**src/rtl/idex_operand_stage.sv**
```systemverilog
// ID/EX pipeline register and operand-resolution stage feeding the ALU.
// Latches decoded fields and register-file reads, forwards from EX/MEM and
// MEM/WB, and selects the ALU operands, store data and writeback tags.
module idex_operand_stage #(
  parameter int WORD_W = 32,
  parameter int REG_W  = 5,
  parameter int OP_W   = 4
) (
  input  logic              CLK,
  input  logic              nRST,
  input  logic              en,
  input  logic              flush,
  input  logic              id_valid,
  input  logic [REG_W-1:0]  id_rs,
  input  logic [REG_W-1:0]  id_rt,
  input  logic [WORD_W-1:0] id_rdata1,
  input  logic [WORD_W-1:0] id_rdata2,
  input  logic [15:0]       id_imm,
  input  logic [4:0]        id_shamt,
  input  logic [OP_W-1:0]   id_aluop,
  input  logic              id_asel,
  input  logic [1:0]        id_bsel,
  input  logic [REG_W-1:0]  id_wsel,
  input  logic              id_regwen,
  input  logic              exmem_regwen,
  input  logic              memwb_regwen,
  input  logic [REG_W-1:0]  exmem_wsel,
  input  logic [REG_W-1:0]  memwb_wsel,
  input  logic [WORD_W-1:0] exmem_result,
  input  logic [WORD_W-1:0] memwb_result,
  output logic [WORD_W-1:0] alu_a,
  output logic [WORD_W-1:0] alu_b,
  output logic [OP_W-1:0]   alu_op,
  output logic              ex_valid,
  output logic [REG_W-1:0]  ex_wsel,
  output logic              ex_regwen,
  output logic [WORD_W-1:0] ex_store_data,
  output logic              fwd_a_hit,
  output logic              fwd_b_hit
);

  // aluop_t encoding of the shift-left operation, used as the bubble opcode.
  localparam logic [OP_W-1:0] ALU_SLL = '0;

  // Port_B source encodings.
  typedef enum logic [1:0] {
    BSEL_RT    = 2'd0,
    BSEL_SEXT  = 2'd1,
    BSEL_ZEXT  = 2'd2,
    BSEL_SHAMT = 2'd3
  } bsel_e;

  logic              r_valid;
  logic [REG_W-1:0]  r_rs;
  logic [REG_W-1:0]  r_rt;
  logic [WORD_W-1:0] r_rdata1;
  logic [WORD_W-1:0] r_rdata2;
  logic [15:0]       r_imm;
  logic [4:0]        r_shamt;
  logic [OP_W-1:0]   r_aluop;
  logic              r_asel;
  logic [1:0]        r_bsel;
  logic [REG_W-1:0]  r_wsel;
  logic              r_regwen;

  logic              w_ex_hit_rs;
  logic              w_wb_hit_rs;
  logic              w_ex_hit_rt;
  logic              w_wb_hit_rt;
  logic [WORD_W-1:0] w_res_rs;
  logic [WORD_W-1:0] w_res_rt;
  logic [WORD_W-1:0] w_alu_b;

  // Forwarding hit detection; register 0 is hard-wired and never forwarded.
  assign w_ex_hit_rs = exmem_regwen && (exmem_wsel == r_rs) && (r_rs != '0);
  assign w_wb_hit_rs = memwb_regwen && (memwb_wsel == r_rs) && (r_rs != '0);
  assign w_ex_hit_rt = exmem_regwen && (exmem_wsel == r_rt) && (r_rt != '0);
  assign w_wb_hit_rt = memwb_regwen && (memwb_wsel == r_rt) && (r_rt != '0);

  // EX/MEM is the younger producer, so it wins over MEM/WB.
  assign w_res_rs = w_ex_hit_rs ? exmem_result :
                    w_wb_hit_rs ? memwb_result : r_rdata1;
  assign w_res_rt = w_ex_hit_rt ? exmem_result :
                    w_wb_hit_rt ? memwb_result : r_rdata2;

  // Pipeline register: reset/flush load a bubble, en captures, stall holds
  // but folds forwarded values into the latched operands.
  always_ff @(posedge CLK) begin
    // NOTE: sequential state uses non-blocking (<=) so every register samples
    // pre-edge values; blocking here would create order-dependent races.
    if (!nRST || flush) begin
      r_valid  <= 1'b0;
      r_rs     <= '0;
      r_rt     <= '0;
      r_rdata1 <= '0;
      r_rdata2 <= '0;
      r_imm    <= '0;
      r_shamt  <= '0;
      r_aluop  <= ALU_SLL;
      r_asel   <= 1'b0;
      r_bsel   <= '0;
      r_wsel   <= '0;
      r_regwen <= 1'b0;
    end else if (en) begin
      r_valid  <= id_valid;
      r_rs     <= id_rs;
      r_rt     <= id_rt;
      r_rdata1 <= id_rdata1;
      r_rdata2 <= id_rdata2;
      r_imm    <= id_imm;
      r_shamt  <= id_shamt;
      r_aluop  <= id_aluop;
      r_asel   <= id_asel;
      r_bsel   <= id_bsel;
      r_wsel   <= id_wsel;
      r_regwen <= id_regwen;
    end else begin
      // Keep a forwarded operand alive after its producer retires.
      r_rdata1 <= w_res_rs;
      r_rdata2 <= w_res_rt;
    end
  end

  // Port_B operand mux: rt, sign/zero-extended immediate, or shift amount.
  always_comb begin
    // NOTE: default assigned first so no path leaves w_alu_b unassigned,
    // which would otherwise infer a latch.
    w_alu_b = w_res_rt;
    case (bsel_e'(r_bsel))
      BSEL_RT:    w_alu_b = w_res_rt;
      BSEL_SEXT:  w_alu_b = {{(WORD_W-16){r_imm[15]}}, r_imm};
      BSEL_ZEXT:  w_alu_b = {{(WORD_W-16){1'b0}}, r_imm};
      BSEL_SHAMT: w_alu_b = {{(WORD_W-5){1'b0}}, r_shamt};
      default:    w_alu_b = w_res_rt;
    endcase
  end

  assign alu_a         = r_asel ? w_res_rt : w_res_rs;
  assign alu_b         = w_alu_b;
  assign alu_op        = r_aluop;
  assign ex_valid      = r_valid;
  assign ex_wsel       = r_wsel;
  assign ex_regwen     = r_regwen & r_valid;
  assign ex_store_data = w_res_rt;
  assign fwd_a_hit     = w_ex_hit_rs | w_wb_hit_rs;
  assign fwd_b_hit     = w_ex_hit_rt | w_wb_hit_rt;

endmodule

```
**config.mk**
```make
export PLATFORM = sky130hd
export DESIGN_NAME = idex_operand_stage
export DESIGN_NICKNAME = d
export VERILOG_FILES = /design/src/rtl/idex_operand_stage.sv
export SDC_FILE = /design/constraint.sdc
export NUM_CORES = 1
export LEC_CHECK = 0
export ABC_AREA = 1
export BUFFER_PORTS_ARGS = -buffer_cell sky130_fd_sc_hd__buf_4
export CORE_AREA = 2 2 125 127
export DETAILED_ROUTE_END_ITERATION = 10
export DIE_AREA = 0 0 127 129
export PLACE_DENSITY = 0.81
export REMOVE_ABC_BUFFERS = 1
export SLEW_MARGIN = 20
export SYNTH_ARGS = -nofsm -noshare
export SYNTH_HDL_FRONTEND = slang
export SYNTH_SLANG_ARGS = --single-unit
```
**constraint.sdc**
```tcl
create_clock -name CLK -period 1.8 [get_ports CLK]
set_input_delay 0.27 -clock CLK [delete_from_list [all_inputs] [get_ports CLK]]
set_output_delay 0.27 -clock CLK [all_outputs]
set_load 0.01 [all_outputs]
```
==> After elaboration in Yosys (flattened, before gate mapping) <==
Cells that the tools add are included.
{ "totals": {"ram_bits": 0, "word_cells": 43, "n_memories": 0, "out_inout_bits": 109, "ff_bits": 109, "latchBits": 0, "rom_bits": 0} }
{ "op_classes": {"bitwise": 3, "order_cmp": 0, "n_reduce_logical": 13, "muxes": 8, "add_sub_neg": 0, "n_mul": 0, "shifts": 0, "div": 0, "n_eq_ne": 7} }
{ "op_table": {"columns": ["op", "n"], "rows": [
  ["32-bit two-way mux", 7],
  ["32-bit one-hot mux with 4 select lines", 1],
  ["5-bit equality test", 4],
  ["5-bit nonzero test", 2],
  ["1-bit logical AND", 8],
  ["2-bit equality test (second input constant)", 2],
  ["2-bit by 1-bit equality test with 1-bit output (second input constant)", 1],
  ["2-bit logical NOT", 1],
  ["1-bit OR", 2],
  ["1-bit AND", 1],
  ["1-bit logical NOT", 1],
  ["1-bit logical OR", 1]
]} }

==> Depth between registers and ports, before layout <==
Gate-level depths: netlist (run 1).
{ "logic_depth": {"depth_word": 6, "mapped_depth": 13} }

==> Worst setup path before layout (run 1) <==
Ideal clock, no wire load.
{ "synth_path": {"kind": "register to output", "start": "reg r_rt[3]", "end": "out alu_a[11]", "path_buffers": 1, "slack_ps": 171, "stages_incl_launch_ff": 14, "arrival_time_ps": 1359, "path_cell_list": "dfxtp_1 > inv_2 > nand2_1 > nand2_1 > inv_2 > nand2_1 > nor2_4 > nand2_4 > buf_6 > nand2_1 > nand3_1 > nand2_2 > nand2_1 > nand2_1"} }
{ "synth_between": {"elab_chain_cells": 6} }
{ "synth_rtl": {"columns": ["item", "line", "text"], "rows": [
  ["start, declared", "55", "logic [REG_W-1:0] r_rt;"],
  ["start signal, assigned", "107", "r_rt <= id_rt;"],
  ["5-bit equality test", "78", "assign w_wb_hit_rt = memwb_regwen && (memwb_wsel == r_rt) && (r_rt != '0);"],
  ["1-bit logical AND (2 in a row)", "78", null],
  ["32-bit two-way mux", "84", "w_wb_hit_rt ? memwb_result : r_rdata2;"],
  ["32-bit two-way mux *", "83", "assign w_res_rt = w_ex_hit_rt ? exmem_result :"],
  ["named net ex_store_data[11]", "37", "output logic [WORD_W-1:0] ex_store_data,"],
  ["32-bit two-way mux *", "138", "assign alu_a = r_asel ? w_res_rt : w_res_rs;"],
  ["end, declared", "31", "output logic [WORD_W-1:0] alu_a,"]
]} }
Mark *: on every way through the listed nets, which the timed path passes. The rest lies on a longest branch.

==> Worst setup path in the final report (run 1) <==
{ "layout_path": {"start": "reg r_rt[4]", "end": "out alu_a[4]"} }
{ "layout_between": {"elab_chain_cells": 6} }
{ "layout_rtl": {"columns": ["item", "line"], "rows": [
  ["5-bit equality test", "78"],
  ["1-bit logical AND (2 in a row)", "78"],
  ["32-bit two-way mux", "84"],
  ["32-bit two-way mux *", "83"],
  ["32-bit two-way mux *", "138"]
]} }
Mark *: on every way between the ends. The rest lies on a longest branch, timed or not.

==> results of run 1 <==
## layout by cell type (no fill, tap or decap), drive strengths merged
cell	synthesis	routed
nand3	197	197
a21oi	35	35
buf	46	453
inv	190	192
o211ai	2	2
clkbuf	31	18
nand4	4	4
a211oi	12	12
a22oi	5	5
clkinvlp	0	1
nor2	152	152
nand2	550	551
clkinv	1	1
dfxtp	109	109
bufinv	0	1
## cell type report
type	count	area share, %
clock inverter	4	0.430
tap	188	1.88
timing repair buffer	459	32.5
inverter	191	5.93
sequential	109	17.6
multi-input combinational	958	39.5
clock buffer	12	2.13
## cells by family after synthesis
| logic type | Yosys count | synth area share, % |
|---|---|---|
| buf+inv | 268 | 14.8 |
| compound gates | 54 | 4.29 |
| simple gates | 903 | 51.5 |
| flops | 109 | 29.5 |
## flip-flops by register name, summed over array words and instances (netlist names)
| register | flops |
|---|---|
| ex_valid | 1 |
| r_bsel | 2 |
| r_rt | 5 |
| r_rdata2 | 32 |
| r_rdata1 | 32 |
| r_rs | 5 |
| r_asel | 1 |
| r_shamt | 5 |
| alu_op | 4 |
| ex_wsel | 5 |
| r_imm | 16 |
| r_regwen | 1 |
## what timing repair did
action                                  4_1_cts  5_1_grt
gates resized for setup                      92      205
pin swaps                                    26       53
endpoints found under the setup margin       98      101
setup buffers                                24       30
gates cloned                                  2        7
## layer usage
metal | up-vias | global-route usage [%] | share of wire (%)
met2 | 724 | 61.5 | 49
met4 | 0 | 19.8 | 6.8
met5 | - | 0 | 0
met1 | 4745 | 37.9 | 35
met3 | 222 | 6.28 | 9.7
li1 | 4830 | - | -
## worst max path at each step
stage | to | cells after the start
2_1_floorplan | r_asel$_SDFFE_PP0P_ | 2
3_5_place_dp | alu_a[12] | 12
3_3_place_gp | alu_a[12] | 12
6_report | alu_a[4] | 14
5_1_grt | alu_a[11] | 12
4_1_cts | alu_a[12] | 14
## through the flow
step                      power, mW  setup TNS, ps  area [um2]  std cells  setup WS (ps)
final                          6.74         -44560       12500       1921           -557
after global routing           6.99         -53240       12500       1921           -627
after CTS                      6.44         -43430       11300       1891           -503
after detailed placement       4.21          -8630       10500       1849           -188
after global placement         4.18          -7320       10500       1849           -147
after floorplan                3.35        -234480        7030       1257          -1880
## critical path, delay by kind of cell (launching register included)
family,cells,cell delay (ps)
DFF,1,340
buffers and inverters,4,500
and+or+nand+nor,10,870
## report_power, final
part           switching [mW]  internal, mW
sequential             0.0456          2.51
clock                   0.988          1.20
combinational            1.04         0.946
==> results.md, run 1 <==
Drt:
- The routed layout has 10.5k vias.
- After detailed routing, the total wire length is 33,000 um.
- The number of DRC markers in iteration 0 is 1,018.
- The count of nets left with antenna violations once routing finished came out at 0.
- After detailed routing, the average wire length per cell comes to between 15 and 20 um.
- The ratio of routed vias to standard cells is ~5.5.
- The number of search-and-repair iterations in the first detailed-routing pass is 9.
- The DRC violation count after routing is 0.

Setup path:
- Setup slack on the worst reg-to-reg path comes out at -440 ps.
- The signal on the critical path passes through inv_2 -> nand2_1 -> nand2_1 -> nand2_2 -> nor2_4 -> buf_12 -> nand2_8 -> buf_12 -> nand2_4 -> nand3_4 -> nand2_4 -> nand2_2 -> nand2_2 -> buf_6.
- At the worst endpoint, the arrival time is about 2100 ps.
- The cell with the biggest individual delay on the critical path is dfxtp_2.
- The maximum single-stage delay on the critical path is 340 ps.
- The launching point of the worst reg2reg path is r_rt[4]$_SDFFE_PP0P_.
- The critical path is of the reg -> out type.
- STA classifies the critical path endpoint as a primary output.
- The maximum fanout encountered on the critical timing path is 7.
- The reg-to-reg endpoint is r_rdata2[7]$_SDFF_PP0_.
- Among the stages of the critical path, the cell type that occurs most often is nand2_2.
- The worst reg-to-reg path cell count is 19.
- The required time reported for the critical path endpoint is roughly 1500 ps.
- The worst setup path startpoint is r_rt[4]$_SDFFE_PP0P_.
- STA classifies the critical path startpoint as a flop.

Global routing:
- The first global-routing pass estimated 45,200 um of wire.
- The sum of overflow across all layers after global routing is 0.
- The global-route total usage across every layer is around 34%.
- The number of global-route vias before repair is roughly 9.7k.
- The number of antenna violations at the first check in global routing came to 0.
- The maximum number of pins on one net before global-route repair is 42.

Synthesis:
- Synthesis inferred approximately 110 register bits.
- The count of flip-flops with a built-in enable after synthesis is 0.
- The share of flip-flops with an asynchronous set or reset after synthesis is 0%.
- In the synthesized netlist, the cells that appear most often are 517 x nand2_1, 188 x nand3_1, 179 x inv_1.
- The cell count after synthesis is between 1k and 1.5k.
- The top cell type by area accounts for 29.5% of the synthesized area.
- By instance count, the leading cell after synthesis is nand2_1.
- For this run, the number of Yosys warnings is 0.
- Summing every instance area after synthesis gives approximately 0.0074 mm2.
- The cell taking the most area after synthesis is dfxtp_1.
- Summing the sequential cell areas from Yosys gives approximately 29% of the chip area.
- In the post-synthesis netlist, the biggest area contributors are dfxtp_1 29%, nand2_1 26%, nand3_1 13%, inv_1 9.1%, nor2_1 7.4%.
- The mean cell area of the mapped netlist is between 5 and 6 um2.
- The number of distinct library cells after synthesis is 22.
- The primary flip-flop cell chosen by synthesis mapping is dfxtp_1.

Min path:
- The path category of the worst min-delay check is in -> reg.
- The startpoint identified for the worst hold timing path is id_regwen.
- The path with the worst hold slack has its endpoint at r_regwen$_SDFFE_PP0P_.
- The number of instances on the worst hold path is 3.

Die:
- For this configuration, the core starts out at a cell density of between 40% and 50%.
- The core region is ~0.015 mm2.
- The die area is approximately 0.016 mm2.
- The die height is between 100 and 150 um.
- After floorplanning, the core was divided into between 40 and 50 placement rows.
- During I/O placement, the number of pins put on the boundary was approximately 300.
- From left edge to right edge, the die measures 127 um.

STA:
- The minimum clock period is 2360 ps.
- The number of setup violations in the final report is 100.
- The number of slew-limit violations in the final report was 0.
- The number of hold-slack violations in the final timing report is 0.
- The final cycle utilization of the critical path is 131%.
- Setup slack on the critical path of the routed design comes to -557 ps.
- The slew at the pin closest to its max-slew limit is 401 ps.
- For this run, the top clock speed supported by timing is roughly 420 MHz.
- In this run the tightest slew margin relative to its limit is about three quarters.
- Setup repair after global routing could not meet its margin everywhere.
- The tightest hold path in the finished design has a slack of 163 ps.
- Between clock sinks in the finished design, the worst skew comes to ~9.7 ps.

Clock tree:
- The insertion delay to the later sink of the worst-skew pair is roughly 350 ps.
- The clock tree from TritonCTS is yes.
- Clock-pin slew was measured on the worst setup and hold paths at roughly 80 ps.
- The H-tree was split into 3 levels.
- In this run the deepest clock path goes through 2 buffers.
- CTS placed an instance of clkbuf_16 at the clock tree root.
- The TritonCTS buffer count is 9.
- The clock drives between 100 and 150 sinks.
- The quantity of hold-fixing buffers added after cts is 0.

Power and ir drop:
- The cell leakage power is approximately 7 nW.
- Dividing total power by cell area gives a power density of around 540 mW/mm2.
- IR analysis of the VDD net gives a maximum drop of just over 0.6 mV.

Final layout:
- The number of diodes is 0.
- The final layout net count is approximately 1.9k.
- The fill cell instance count of the final layout is just under 1k.
- The layout cell share with drive strength beyond 1 is ~40%.
- In the final layout, the multi-input gates occupy roughly 0.0049 mm2.
- The area added between synthesis and finish is 69.0%.
- Cells fill 83.6% of the core in the end.
- The register area is between 0.002 and 0.0025 mm2.

Place:
- The wire-length estimate of the detail-placed layout is between 20,000 and 25,000 um.
- The total of buffers placed on input and output ports is between 200 and 300.
- Routability-driven placement finished with a final weighted congestion of between 0.9 and 1.

Status:
- The final reports fail on setup timing.
- The flow ran to the end, but the final reports show violations.

Job:
- Across the run, the number of max-cap violations was 0.
Power figures use the tool's default switching activity.
==> inputs of run 2 (changes only) <==
- PLACE_DENSITY: 0.81 -> not set
- PLACE_DENSITY_LB_ADDON: not set -> 0.3
==> results.md, run 2 (same netlist as run 1, synthesis figures left out) <==
Min path:
- The worst hold path begins at id_aluop[1].
- The number of instances on the worst hold path is 3 (unchanged).
- The path with the worst hold slack has its endpoint at alu_op[1]$_SDFFE_PP0P_.
- The worst hold path belongs to the class in -> reg.

Clock tree:
- The maximum number of buffers from clock root to sink was 2 (unchanged).
- The quantity of hold-fixing buffers added after cts came to 0 (unchanged).
- The number of H-tree levels is 3 (unchanged).
- The CTS sink count is 109 (unchanged).
- The clock-pin slew on the worst setup and hold paths was 80 ps (about the same).
- In this run the clock root is driven by a clkbuf_16.
- TritonCTS built the clock tree.
- The TritonCTS buffer count is 9 (unchanged).
- The insertion delay to the later sink of the worst-skew pair is 360 ps (about the same).

STA:
- The slew at the pin closest to its max-slew limit is 536 ps (+135 ps).
- The maximum achievable frequency is 431 MHz (+1.6%).
- The number of setup violations in the final report was 98 (-2.0%).
- The headroom to the max-slew limit is 64.3% (-9.0 points).
- The number of slew-limit violations in the final report is 0 (unchanged).
- The minimum clock period came to 2320 ps (-36.4 ps).
- Setup repair after global routing could not meet its margin everywhere.
- The number of hold-slack violations in the final timing report is 0 (unchanged).
- The sum of negative setup slack was -42,000 ps (+2560 ps).
- The final clock skew is 5.47 ps (-4.21 ps).
- The final cycle utilization of the critical path is 129% (-2.0 points).
- The final worst-path setup slack came to -520 ps (+36.4 ps).

Final layout:
- The final layout net count is 1,875 (-2.2%).
- The fill cell instance count of the final layout is 1,130 (+16%).
- The area added between synthesis and finish is 59.0%.
- The most frequent standard cell in the layout excluding fill and tap cells is nand2_1.
- The layout cell share with drive strength beyond 1 is 36.4% (-3.2 points).
- The number of diodes is 0 (unchanged).
- The top cell types in the final layout, fill and taps aside, are 446 x nand2_1, 347 x buf_4, 177 x inv_1.
- In the final layout, the registers with the most flip-flops are r_rdata1 (32), r_rdata2 (32), r_imm (16).
- The design area is 0.0118 mm2 (-6.0%).

Global routing:
- The number of antenna violations at the first check in global routing came to 0 (unchanged).
- The global-route total usage across every layer is 33.4% (-0.79 points).
- The first-pass GRT wire length is 44,000 um (-2.7%).
- The sum of overflow across all layers after global routing came to 0 (unchanged).
- The maximum number of pins on one net before global-route repair is 68 (+62%).
- The number of global-route vias before repair was 9,381 (-2.9%).

Drt:
- The routed length per instance is 16.1 um (-6.2%).
- The number of vias in the routed layout was 10.0k (-4.9%).
- The number of search-and-repair iterations in the first detailed-routing pass is 7 (-2).
- The DRC violation count after routing is 0 (unchanged).
- The number of antenna-violating nets in the routed design is 0 (unchanged).
- The number of DRC markers in iteration 0 was 949 (-6.8%).
- The total detailed-routing wirelength came to 30,300 um (-8.3%).
- The ratio of routed vias to standard cells is 5.32 (-2.8%).

Setup path:
- The endpoint identified for the worst register-to-register timing path is r_rdata2[24]$_SDFF_PP0_.
- The maximum single-stage delay on the critical path is 360 ps (+20 ps).
- The required time reported for the critical path endpoint is 1530 ps (about the same).
- The cell that appears most often on the critical path is nand2_2.
- The worst reg-to-reg path cell count is 15 (-4).
- The cell with the biggest individual delay on the critical path is dfxtp_2.
- STA classifies the critical path startpoint as a flop.
- The number of buffer and inverter instances along the worst setup path is 4 (unchanged).
- The critical path in this run is classified as reg -> out.
- The signal on the critical path passes through inv_2 -> nand2_2 -> nand2_2 -> inv_2 -> nand2_2 -> nor2_4 -> nand2_4 -> clkbuf_16 -> nand2_2 -> nand3_2 -> nand2_2 -> nand2_1 -> nand2_2 -> buf_4.
- The arrival time at the worst endpoint was 2050 ps (-40 ps).
- The endpoint kind of the worst setup timing path is a primary output.
- In this run the critical register-to-register path is launched from r_rt[3]$_SDFFE_PP0P_.
- The maximum fanout encountered on the critical timing path was 6 (-1).
- Grouping stages by cell kind, the critical path spends the most delay in simple AND/OR/NAND/NOR gates.
- The setup slack on the worst flop-to-flop path is 60 ps (+500 ps).

Die:
- The die height is 129 um (unchanged).
- The die area came to 0.0164 mm2 (unchanged).
- The area of the core region is 0.0150 mm2 (unchanged).
- The effective utilization at floorplan is 49.4% (unchanged).
- The number of top-level design ports is 298 (unchanged).
- The number of standard-cell rows in the floorplan is 45 (unchanged).
- The width of the chip is 127 um (unchanged).

Place:
- The pre-CTS setup slack was -142 ps (+46.7 ps).
- The global placer's final weighted congestion came to 0.942 (+2.5%).
- The detailed-placement wirelength estimate is 19,800 um (-3.9%).
- The total of buffers placed on input and output ports is 297 (unchanged).
- The cell area after placement is 0.0104 mm2 (-0.50%).

Status:
- The checks that failed: setup timing.
- The flow ran to the end, but the final reports show violations.

Job:
- The number of max-capacitance violations reported was 0 (unchanged).

Power and ir drop:
- The total power is 6.44 mW (-4.4%).
- The highest ir drop seen on vdd came to 0.432 mV (-30%).
- The power density over the cells came to 547 mW/mm2 (+1.7%).
- The cell leakage power came to 6.74 nW (-3.8%).
[run 2: cell types whose count changed in the layout (fill, tap and decap cells not counted), sizes merged]
cell      change
clkbuf        -4
inv           +1
nand2         -1
buf          -39
clkinvlp      +1
[run 2: layout make-up]
| cell class | count | area [um2] | area share [%] |
|---|---|---|---|
| clock inverters | 6 | 71.3 | 0.606 |
| clock buffers | 10 | 229 | 1.95 |
| repair buffers | 418 | 3650 | 31.0 |
| inverters | 191 | 727 | 6.18 |
| multi-input cells | 957 | 4660 | 39.6 |
| well taps | 188 | 235 | 2.00 |
| flip-flops and latches | 109 | 2190 | 18.6 |
[run 2: what timing repair did]
action,CTS,global route
endpoints found under the hold margin,0,0
setup buffers,12,4
gates cloned,3,6
endpoints found under the setup margin,98,99
gates resized for setup,89,113
pin swaps,15,34
[run 2: worst max-delay path by stage]
| stage | start | endpoint | slack (ps) | depth (start not counted) |
|---|---|---|---|---|
| 2_1_floorplan | en | r_asel$_SDFFE_PP0P_ | -1880 | 2 |
| 3_3_place_gp | r_bsel[0]$_SDFFE_PP0P_ | alu_b[4] | -500 | 6 |
| 3_5_place_dp | memwb_wsel[1] | alu_a[7] | -140 | 14 |
| 4_1_cts | r_rt[3]$_SDFFE_PP0P_ | alu_a[6] | -490 | 14 |
| 5_1_grt | r_rs[2]$_SDFFE_PP0P_ | alu_a[23] | -620 | 13 |
| 6_report | r_rt[3]$_SDFFE_PP0P_ | alu_a[27] | -520 | 14 |
[run 2: per-stage QoR]
stage / util (%) / hold WS, ps / instances
after detailed placement: 69.7 / 454 / 1839
after floorplan: - / 410 / 1257
after global routing: 78.6 / 166 / 1879
final: 78.6 / 167 / 1879
after global placement: 69.5 / 449 / 1838
after CTS: 75.0 / 160 / 1870
[run 2: routing by layer]
metal,wire (um),global-route usage [%],share of wire [%]
met2,15000,61.2,50
met4,1450,17.1,4.8
met5,0,0,0
met1,10900,36.7,36
met3,2850,6.65,9.4
[run 2: where the power goes]
group,switching (mW),internal [mW]
clock network,0.986,1.09
logic,0.951,0.851
registers,0.0475,2.51
total,1.98,4.46
[run 2: worst reg2reg max path, cell delays in order, from the launching register on]
cell	delay [ps]
dfxtp_2	360
inv_2	60
nand2_2	60
nand2_2	50
inv_2	50
nand2_2	50
nor2_4	180
nand2_4	140
buf_6	180
nand2_1	70
nand3_2	80
buf_4	140
buf_4	120
nand3_1	50
nand2_1	50
inv_1	50
